[config.mk]
export PLATFORM = sky130hd
export DESIGN_NAME = uart_tx_arbiter
export DESIGN_NICKNAME = d
export VERILOG_FILES = /design/src/rtl/uart_arb_pkg.sv /design/src/rtl/uart_tx_arbiter_rr_pick.sv /design/src/rtl/uart_tx_arbiter.sv
export SDC_FILE = /design/constraint.sdc
export NUM_CORES = 1
export LEC_CHECK = 0
export ABC_CLOCK_PERIOD_IN_PS = 6660
export CAP_MARGIN = 10
export CORE_AREA = 2 2 60 62
export DETAILED_ROUTE_END_ITERATION = 8
export DIE_AREA = 0 0 62 64
export PLACE_DENSITY = 0.92
export SETUP_SLACK_MARGIN = 0.15
export SLEW_MARGIN = 20
export SYNTH_ARGS = -nofsm -noshare
export SYNTH_HDL_FRONTEND = slang
export SYNTH_SLANG_ARGS = --single-unit
[constraint.sdc]
create_clock -name i_clk -period 6.66 [get_ports i_clk]
set_clock_uncertainty 0.1 [all_clocks]
set_input_delay 0.666 -clock i_clk [delete_from_list [all_inputs] [get_ports i_clk]]
set_output_delay 0.666 -clock i_clk [all_outputs]
set_load 0.02 [all_outputs]
[src/rtl/uart_arb_pkg.sv]
`default_nettype none
// ============================================================================
// Module   : uart_arb_pkg
// Brief    : Shared types and constants for the UART TX arbiter.
// Revision : 1.0
// ============================================================================
package uart_arb_pkg;

    localparam int MAX_REQ = 8;

    typedef enum logic [1:0] {
        IDLE  = 2'd0,
        GRANT = 2'd1,
        SEND  = 2'd2
    } arb_state_t;

    function automatic int idx_width(input int n);
        return (n > 1) ? $clog2(n) : 1;
    endfunction

endpackage : uart_arb_pkg
`default_nettype wire

[src/rtl/uart_tx_arbiter_rr_pick.sv]
`default_nettype none
// ============================================================================
// Module   : rr_pick
// Brief    : Combinational round-robin picker: first set request at or above
//            the pointer, wrapping around.
// Revision : 1.0
// ============================================================================
module rr_pick #(
    parameter int NUM_REQ = 2,
    parameter int IDX_W   = 1
) (
    input  logic [NUM_REQ-1:0] i_req,
    input  logic [IDX_W-1:0]   i_ptr,
    output logic [IDX_W-1:0]   o_winner,
    output logic               o_valid
);

    logic [IDX_W:0]   w_sum;
    logic [IDX_W-1:0] w_idx;

    // Scanning from the far end down lets the closest-to-pointer hit win last.
    always_comb begin
        o_winner = '0;
        o_valid  = 1'b0;
        w_sum    = '0;
        w_idx    = '0;
        for (int i = NUM_REQ - 1; i >= 0; i--) begin
            w_sum = {1'b0, i_ptr} + (IDX_W + 1)'(i);
            if (w_sum >= (IDX_W + 1)'(NUM_REQ)) begin
                w_sum = w_sum - (IDX_W + 1)'(NUM_REQ);
            end
            w_idx = w_sum[IDX_W-1:0];
            if (i_req[w_idx]) begin
                o_winner = w_idx;
                o_valid  = 1'b1;
            end
        end
    end

endmodule : rr_pick
`default_nettype wire

[src/rtl/uart_tx_arbiter.sv]
`default_nettype none
// ============================================================================
// Module   : uart_tx_arbiter
// Brief    : Packet-atomic round-robin sharing of one UART transmitter between
//            NUM_REQ byte sources, with owner-idle timeout.
// Revision : 1.0
// ============================================================================
module uart_tx_arbiter
    import uart_arb_pkg::*;
#(
    parameter int NUM_REQ        = 2,
    parameter int TIMEOUT_CYCLES = 1024
) (
    input  logic                                 i_clk,
    input  logic                                 i_reset,
    input  logic [NUM_REQ-1:0]                   i_req_stb,
    input  logic [8*NUM_REQ-1:0]                 i_req_data,
    input  logic [NUM_REQ-1:0]                   i_req_last,
    output logic [NUM_REQ-1:0]                   o_req_ack,
    output logic [7:0]                           o_tx_data,
    output logic                                 o_tx_stb,
    input  logic                                 i_tx_busy,
    output logic [idx_width(NUM_REQ)-1:0]        o_owner,
    output logic                                 o_locked,
    output logic                                 o_timeout
);

    localparam int c_IDX_W = idx_width(NUM_REQ);
    localparam int c_CNT_W = (TIMEOUT_CYCLES > 0) ? $clog2(TIMEOUT_CYCLES + 1) : 1;
    localparam bit c_TO_EN = (TIMEOUT_CYCLES > 0);
    // The terminal cycle is itself counted as idle, so release on the Nth idle cycle.
    localparam logic [c_CNT_W-1:0] c_CNT_LAST =
        (TIMEOUT_CYCLES > 0) ? c_CNT_W'(TIMEOUT_CYCLES - 1) : '0;

    arb_state_t           r_state, w_state;
    logic [c_IDX_W-1:0]   r_ptr, w_ptr;
    logic [c_IDX_W-1:0]   r_owner, w_owner;
    logic [7:0]           r_data, w_data;
    logic                 r_last, w_last;
    logic [NUM_REQ-1:0]   r_ack, w_ack;
    logic                 r_stb, w_stb;
    logic                 r_locked, w_locked;
    logic                 r_timeout, w_timeout;
    logic [c_CNT_W-1:0]   r_cnt, w_cnt;

    logic [c_IDX_W-1:0]   w_pick;
    logic                 w_pick_valid;
    logic [c_IDX_W-1:0]   w_sel_idx;
    logic [7:0]           w_sel_data;
    logic                 w_sel_last;
    logic                 w_sel_stb;
    logic [c_IDX_W-1:0]   w_ptr_inc;

    rr_pick #(
        .NUM_REQ (NUM_REQ),
        .IDX_W   (c_IDX_W)
    ) u_rr_pick (
        .i_req    (i_req_stb),
        .i_ptr    (r_ptr),
        .o_winner (w_pick),
        .o_valid  (w_pick_valid)
    );

    // In IDLE the arbitration winner is the source of interest; otherwise the owner.
    assign w_sel_idx  = (r_state == IDLE) ? w_pick : r_owner;
    assign w_sel_data = i_req_data[{w_sel_idx, 3'b000} +: 8];
    assign w_sel_last = i_req_last[w_sel_idx];
    assign w_sel_stb  = i_req_stb[w_sel_idx];
    assign w_ptr_inc  = (r_owner == c_IDX_W'(NUM_REQ - 1)) ? '0 : r_owner + 1'b1;

    always_ff @(posedge i_clk or posedge i_reset) begin
        if (i_reset) begin
            r_state   <= IDLE;
            r_ptr     <= '0;
            r_owner   <= '0;
            r_data    <= '0;
            r_last    <= 1'b0;
            r_ack     <= '0;
            r_stb     <= 1'b0;
            r_locked  <= 1'b0;
            r_timeout <= 1'b0;
            r_cnt     <= '0;
        end else begin
            r_state   <= w_state;
            r_ptr     <= w_ptr;
            r_owner   <= w_owner;
            r_data    <= w_data;
            r_last    <= w_last;
            r_ack     <= w_ack;
            r_stb     <= w_stb;
            r_locked  <= w_locked;
            r_timeout <= w_timeout;
            r_cnt     <= w_cnt;
        end
    end

    always_comb begin
        w_state   = r_state;
        w_ptr     = r_ptr;
        w_owner   = r_owner;
        w_data    = r_data;
        w_last    = r_last;
        w_ack     = '0;
        w_stb     = r_stb;
        w_locked  = r_locked;
        w_timeout = 1'b0;
        w_cnt     = r_cnt;
        case (r_state)
            IDLE: begin
                if (w_pick_valid) begin
                    w_owner          = w_pick;
                    w_data           = w_sel_data;
                    w_last           = w_sel_last;
                    w_ack[w_sel_idx] = 1'b1;
                    w_stb            = 1'b1;
                    w_locked         = 1'b1;
                    w_cnt            = '0;
                    w_state          = SEND;
                end
            end
            GRANT: begin
                // Timeout takes priority over an owner byte arriving on the same cycle.
                if (c_TO_EN && (r_cnt == c_CNT_LAST)) begin
                    w_timeout = 1'b1;
                    w_locked  = 1'b0;
                    w_ptr     = w_ptr_inc;
                    w_state   = IDLE;
                end else if (w_sel_stb) begin
                    w_data           = w_sel_data;
                    w_last           = w_sel_last;
                    w_ack[w_sel_idx] = 1'b1;
                    w_stb            = 1'b1;
                    w_state          = SEND;
                end else begin
                    w_cnt = r_cnt + 1'b1;
                end
            end
            SEND: begin
                if (!i_tx_busy) begin
                    w_stb = 1'b0;
                    if (r_last) begin
                        w_locked = 1'b0;
                        w_ptr    = w_ptr_inc;
                        w_state  = IDLE;
                    end else begin
                        w_cnt   = '0;
                        w_state = GRANT;
                    end
                end
            end
            default: begin
                w_state = IDLE;
            end
        endcase
    end

    assign o_req_ack = r_ack;
    assign o_tx_data = r_data;
    assign o_tx_stb  = r_stb;
    assign o_owner   = r_owner;
    assign o_locked  = r_locked;
    assign o_timeout = r_timeout;

endmodule : uart_tx_arbiter
`default_nettype wire
==> flow_summary.json, run 1 <==
{
  "start_util_pct": 52.23,
  "grt_pass1_wl_um": 6265,
  "vias": 1452,
  "yosysSeqAreaShare_pct": 42.30,
  "design.die.area_sq_um": 3968,
  "tns_ps": 0,
  "synth_edf_count": 0,
  "synth_area_sq_um": 1715,
  "wl_per_cell_um": 15.17,
  "fillers": 278,
  "synth_cell_types": 50,
  "pwr-share-clk_pct": 12.5,
  "drive_above_1_share_pct": 19.80,
  "fin_crit_sh_pct": 37.86,
  "hold_ws_ps": 418.9,
  "synth_warnings": 0,
  "p_switching_uw": 330.0,
  "drt_iter0_drc": 93,
  "cts_buffers": 5,
  "synth_fp_nets": 186,
  "p_seq_share_pct": 32.9,
  "worstMarginPinSlew_ps": 775.6,
  "first_pass_iters": 4,
  "ys_ff_latch": 29,
  "outcome": "completed",
  "fin_nets": 224,
  "cts_repair_resize_count": 0,
  "drc": 0,
  "cp.arrival_ps": 2650,
  "htreeDepth": 2,
  "async_reset_ff_share_pct": 100.0,
  "gp_congestion": 0.8896,
  "wl_um": 3687,
  "clockBufferDepth": 2,
  "start_kind": "flip-flop",
  "fin_crit_ps": 2521,
  "area_growth_syn_to_layout_pct": 25.67,
  "die_height_um": 64,
  "hold_viol": 0,
  "io_pins": 37,
  "comb_power_share_pct": 54.6,
  "timing.max_slew.rel_slack_pct": 47.98,
  "clkTransAtPathRegs_ps": 90,
  "root_buffer": "clkbuf_4",
  "clk_latency_ps": 340,
  "place.port_buffers": 36,
  "end_kind": "flip-flop",
  "cts_sinks": 29,
  "antenna_cells": 0,
  "path_max_fanout": 16,
  "synth_top_area_share_pct": 42.30,
  "overflow": 0,
  "cp.required_ps": 6790,
  "synthCells": 158,
  "drv_slew": 0,
  "synth.avg_cell_area_sq_um": 10.86,
  "grt_max_degree": 30,
  "coreArea_sq_um": 3284,
  "std_cell_rows": 21,
  "p_sw_share_pct": 40.05,
  "synth_area_leaders": "dfrtp_1 42%, mux2_2 12%, ha_1 3.6%, mux2i_1 2.3%, o21ai_0 2.3%",
  "fmax_mhz": 396.6,
  "antenna_found_initial": 0,
  "peakVddDrop_v": 0.0002535,
  "synthTopCellsByCount": "29 x dfrtp_1, 19 x mux2_2, 10 x inv_1",
  "critical_path_class": "reg -> reg",
  "die_x_um": 62,
  "postCtsSetupBuffers": 0,
  "max-cap-violations": 0,
  "holdBufCountCts": 0,
  "cts_tree": "built",
  "synth_area_leader_cell": "dfrtp_1",
  "grt_pass1_vias": 1404,
  "dp_hpwl_um": 2671,
  "ant_nets": 0,
  "post-synth-top-count-cell": "dfrtp_1",
  "finalSetupViolations": 0,
  "via_per_inst": 5.975,
  "grt_util_all_layers_pct": 21.49,
  "ys.flop_type": "dfrtp_1",
  "p_leak_uw": 0.0008811,
  "min_path_type": "reg -> reg",
  "rsz0062_at_grt": "no",
  "power.density_nw_per_um2": 382.2,
  "p_int_uw": 494.0
}
-- worst max-delay path, cell delays in order, from the launching register on --
cell and delay [ps]:
dfrtp_1 430, inv_1 100, ha_1 550, o221ai_2 350, o32ai_2 460, mux2_2 410
-- per-layer routing --
metal	vias to the layer above	track usage (%)	share of wire [%]
met5	-	0	0
met4	0	10.64	1.8
met3	8	6.680	7.8
met1	703	27.84	43
met2	60	31.77	48
li1	681	-	-
-- metrics by stage --
step / worst slack, ps / utilization [%] / instances / cell area [sq um] / power (uW)
floorplan: 4500 / - / 158 / 1715 / 581.7
global placement: 3907 / 64.08 / 235 / 2105 / 709.8
detailed placement: 3852 / 64.08 / 235 / 2105 / 723.0
CTS: 4157 / 65.64 / 243 / 2156 / 826.1
global route: 3975 / 65.64 / 243 / 2156 / 877.9
finish: 4139 / 65.64 / 243 / 2156 / 824.0
-- flip-flops by register name (all words and copies together), names as in the netlist --
name	flops
o_req_ack	2
o_tx_data	8
o_timeout	1
r_state	2
o_owner	1
o_locked	1
o_tx_stb	1
r_ptr	1
r_cnt	11
r_last	1
-- area by class of cell --
type / instances / area (sq um) / area share (%)
Timing Repair Buffer: 36 / 360.3 / 16.72
Sequential cell: 29 / 725.7 / 33.66
Inverter: 10 / 37.54 / 1.741
Clock buffer: 6 / 41.29 / 1.915
Clock inverter: 2 / 10.01 / 0.4643
Tap cell: 46 / 57.56 / 2.670
Multi-Input combinational cell: 114 / 923.4 / 42.83
-- layout by cell type (no fill, tap or decap), drive strengths merged, types with 5 or more instances in the layout --
master,synthesis,final
clkdlybuf4s50,0,36
ha,5,5
clkbuf,2,6
nor2,7,7
o211ai,5,5
o21ai,8,8
inv,10,10
mux2,19,19
a21oi,7,7
dfrtp,29,29
a31oi,5,5
-- power by group through the flow --
stage	combinational, uW	clock (uW)	sequential (uW)
floorplan	267	0	314
global placement	438	0	272
detailed placement	449	0	274
CTS	451	104	271
global route	489	111	278
finish	450	103	271
-- logic make-up after synthesis --
family                   count (synthesis)  synth area share, %
buffers and inverters                   15                3.866
adder cells (fa/ha/maj)                  5                3.647
AND/OR/NAND/NOR                         36                13.57
multiplexers                            23                14.81
flip-flops                              29                42.31
AO/OA/AOI/OAI                           50                21.81
-- worst paths after layout --
path / from / slack [ps] / cells after the start / end
min in group asynchronous: i_reset / 610 / 2 / o_req_ack[0]
worst min-delay path: o_locked / 420 / 2 / o_locked
worst min register to register: o_locked / 420 / 2 / o_locked
max in group asynchronous: i_reset / 5470 / 2 / r_cnt[8]
worst max-delay path: r_state[1] / 4140 / 5 / o_tx_data[7]
worst max register to register: r_state[1] / 4140 / 5 / o_tx_data[7]
(Power assumes the default switching activity.)
==> inputs of run 2 (changes only) <==
--- a/config.mk
+++ b/config.mk
@@ -5,12 +5,12 @@
 export SDC_FILE = /design/constraint.sdc
 export NUM_CORES = 1
 export LEC_CHECK = 0
-export ABC_CLOCK_PERIOD_IN_PS = 6660
+export ABC_CLOCK_PERIOD_IN_PS = 2600
 export CAP_MARGIN = 10
-export CORE_AREA = 2 2 60 62
+export CORE_AREA = 2 2 62 64
 export DETAILED_ROUTE_END_ITERATION = 8
-export DIE_AREA = 0 0 62 64
-export PLACE_DENSITY = 0.92
+export DIE_AREA = 0 0 64 66
+export PLACE_DENSITY = 0.88
 export SETUP_SLACK_MARGIN = 0.15
 export SLEW_MARGIN = 20
 export SYNTH_ARGS = -nofsm -noshare
==> constraint.sdc (replaced) <==
create_clock -name i_clk -period 2.6 [get_ports i_clk]
set_clock_uncertainty 0.1 [all_clocks]
set_input_delay 0.26 -clock i_clk [delete_from_list [all_inputs] [get_ports i_clk]]
set_output_delay 0.26 -clock i_clk [all_outputs]
set_load 0.02 [all_outputs]
==> run 2 against run 1 <==
Non-clock buffer count grew 8. Clock-buffer cell count grew 1. Largest cell class unchanged. Register-to-register slack lost 3800 ps. Core utilization shrank 2.6 points. First-iteration DRC count grew 1.1%. Sequential share of layout area shrank 1.2 points.
==> flow_summary.json, run 2 (same netlist as run 1, synthesis figures left out) <==
{
  "clk_latency_ps": 330,
  "fin_cells": 253,
  "htreeDepth": 2,
  "holdBufCountCts": 0,
  "io_pins": 37,
  "drc": 0,
  "via_per_inst": 5.739,
  "crit_chain": "inv_1 -> ha_1 -> o21a_1 -> o221a_2 -> or4_4 -> o311ai_2",
  "multiInputGateArea_sq_um": 923.4,
  "critical_path_class": "reg -> reg",
  "cts_sinks": 29,
  "wl_per_cell_um": 14.51,
  "wl_um": 3671,
  "worstMarginPinSlew_ps": 466.9,
  "hold_viol": 0,
  "ant_nets": 0,
  "root_buffer": "clkbuf_4",
  "slowest_stage": "or4_4",
  "routed.top_layer": "met4",
  "worst_r2r_endpoint": "r_cnt[9]",
  "fmax_mhz": 436.9,
  "cts_tree": "built",
  "clockBufferDepth": 2,
  "end_kind": "flip-flop",
  "grt_pass1_wl_um": 6486,
  "wl_met2_um": 1764,
  "power.density_nw_per_um2": 986.3,
  "drive_above_1_share_pct": 22.93,
  "grt_max_degree": 30,
  "path_delay_family": "compound AO/OA/AOI/OAI gates",
  "hold_ws_ps": 184.9,
  "design.die.area_sq_um": 4224,
  "fin_crit_ps": 2289,
  "start_kind": "flip-flop",
  "antenna_found_initial": 0,
  "path_max_fanout": 9,
  "clkTransAtPathRegs_ps": 100,
  "rsz0062_at_grt": "no",
  "cp.arrival_ps": 2430,
  "cts_repair_resize_count": 0,
  "drv_slew": 0,
  "largest_register_ffs": 11,
  "die_x_um": 64,
  "peakVddDrop_v": 0.0006111,
  "timing.max_slew.rel_slack_pct": 68.87,
  "start_util_pct": 48.31,
  "p_leak_uw": 0.0009318,
  "grt_pass1_vias": 1399,
  "regArea_sq_um": 725.7,
  "gp_congestion": 0.8695,
  "overflow": 0,
  "drt_iter0_drc": 94,
  "cp_num_buf_inv": 1,
  "r2r_setup_slack_ps": 310,
  "max-cap-violations": 0,
  "final_core_util_pct": 63.00,
  "die_height_um": 66,
  "coreArea_sq_um": 3551,
  "postCtsSetupBuffers": 0,
  "drt-met1-wl_um": 1677,
  "r2r_cells": 6,
  "min_path_type": "in -> async",
  "critPathMaxStageDelay_ps": 530,
  "fillers": 276,
  "antenna_cells": 0,
  "vias": 1452,
  "finalSetupViolations": 0,
  "grt_util_all_layers_pct": 20.06,
  "std_cell_rows": 22,
  "place.port_buffers": 36,
  "outcome": "completed",
  "area_growth_syn_to_layout_pct": 30.42,
  "fin_nets": 232,
  "dp_hpwl_um": 2739,
  "cp.required_ps": 2740,
  "fin_crit_sh_pct": 88.02,
  "top_register": "r_cnt",
  "dpl.cell_count": 245,
  "final_cell_mix": "36 x clkdlybuf4s50_1, 29 x dfrtp_1, 19 x mux2_2",
  "first_pass_iters": 4,
  "tns_ps": 0,
  "routed-wl-met3_um": 171,
  "final_common_cell": "clkdlybuf4s50_1",
  "cts_buffers": 5,
  "timing.rr.start": "r_state[1]"
}
-- run 2: final cells by class --
class                      instances  area share (%)
clock buffer                       7           2.908
clock inverter                     1          0.2237
inverter                          10           1.678
multi-input combinational        114           41.28
sequential                        29           32.44
tap                               48           2.685
timing repair buffer              44           18.79
-- run 2: tightest hold or removal path, delay by kind of cell --
kind / cells / cell delay [ps]
buffers and inverters: 3 / 770
-- run 2: worst max-delay path by stage --
stage                      start        to  slack, ps  cells past startpoint
detailed placement  i_req_stb[0]  r_cnt[9]        290                      5
finish                r_state[1]  r_cnt[9]        310                      6
global route          r_state[1]  r_cnt[9]        190                      6
floorplan             r_state[0]  r_cnt[9]        440                      7
global placement    i_req_stb[0]  r_cnt[9]        320                      5
CTS                   r_state[0]  r_cnt[9]        300                      6
-- run 2: metal layers --
metal,vias up,global-route usage [%]
met4,0,8.152
met5,-,0
li1,702,-
met3,5,5.281
met2,42,33.33
met1,703,24.73
-- run 2: stage by stage --
stage / total power, uW / area, sq um / setup slack, ps
finish: 2206 / 2237 / 311.4
global route: 2353 / 2237 / 187.1
CTS: 2219 / 2237 / 302.0
detailed placement: 1894 / 2167 / 290.6
global placement: 1874 / 2167 / 319.5
floorplan: 1490 / 1715 / 440.1
-- run 2: power breakdown --
part | total (uW) | switching, uW | internal [uW]
clock network | 317 | 161 | 156
registers | 690 | 99.1 | 591
logic | 1200 | 589 | 610
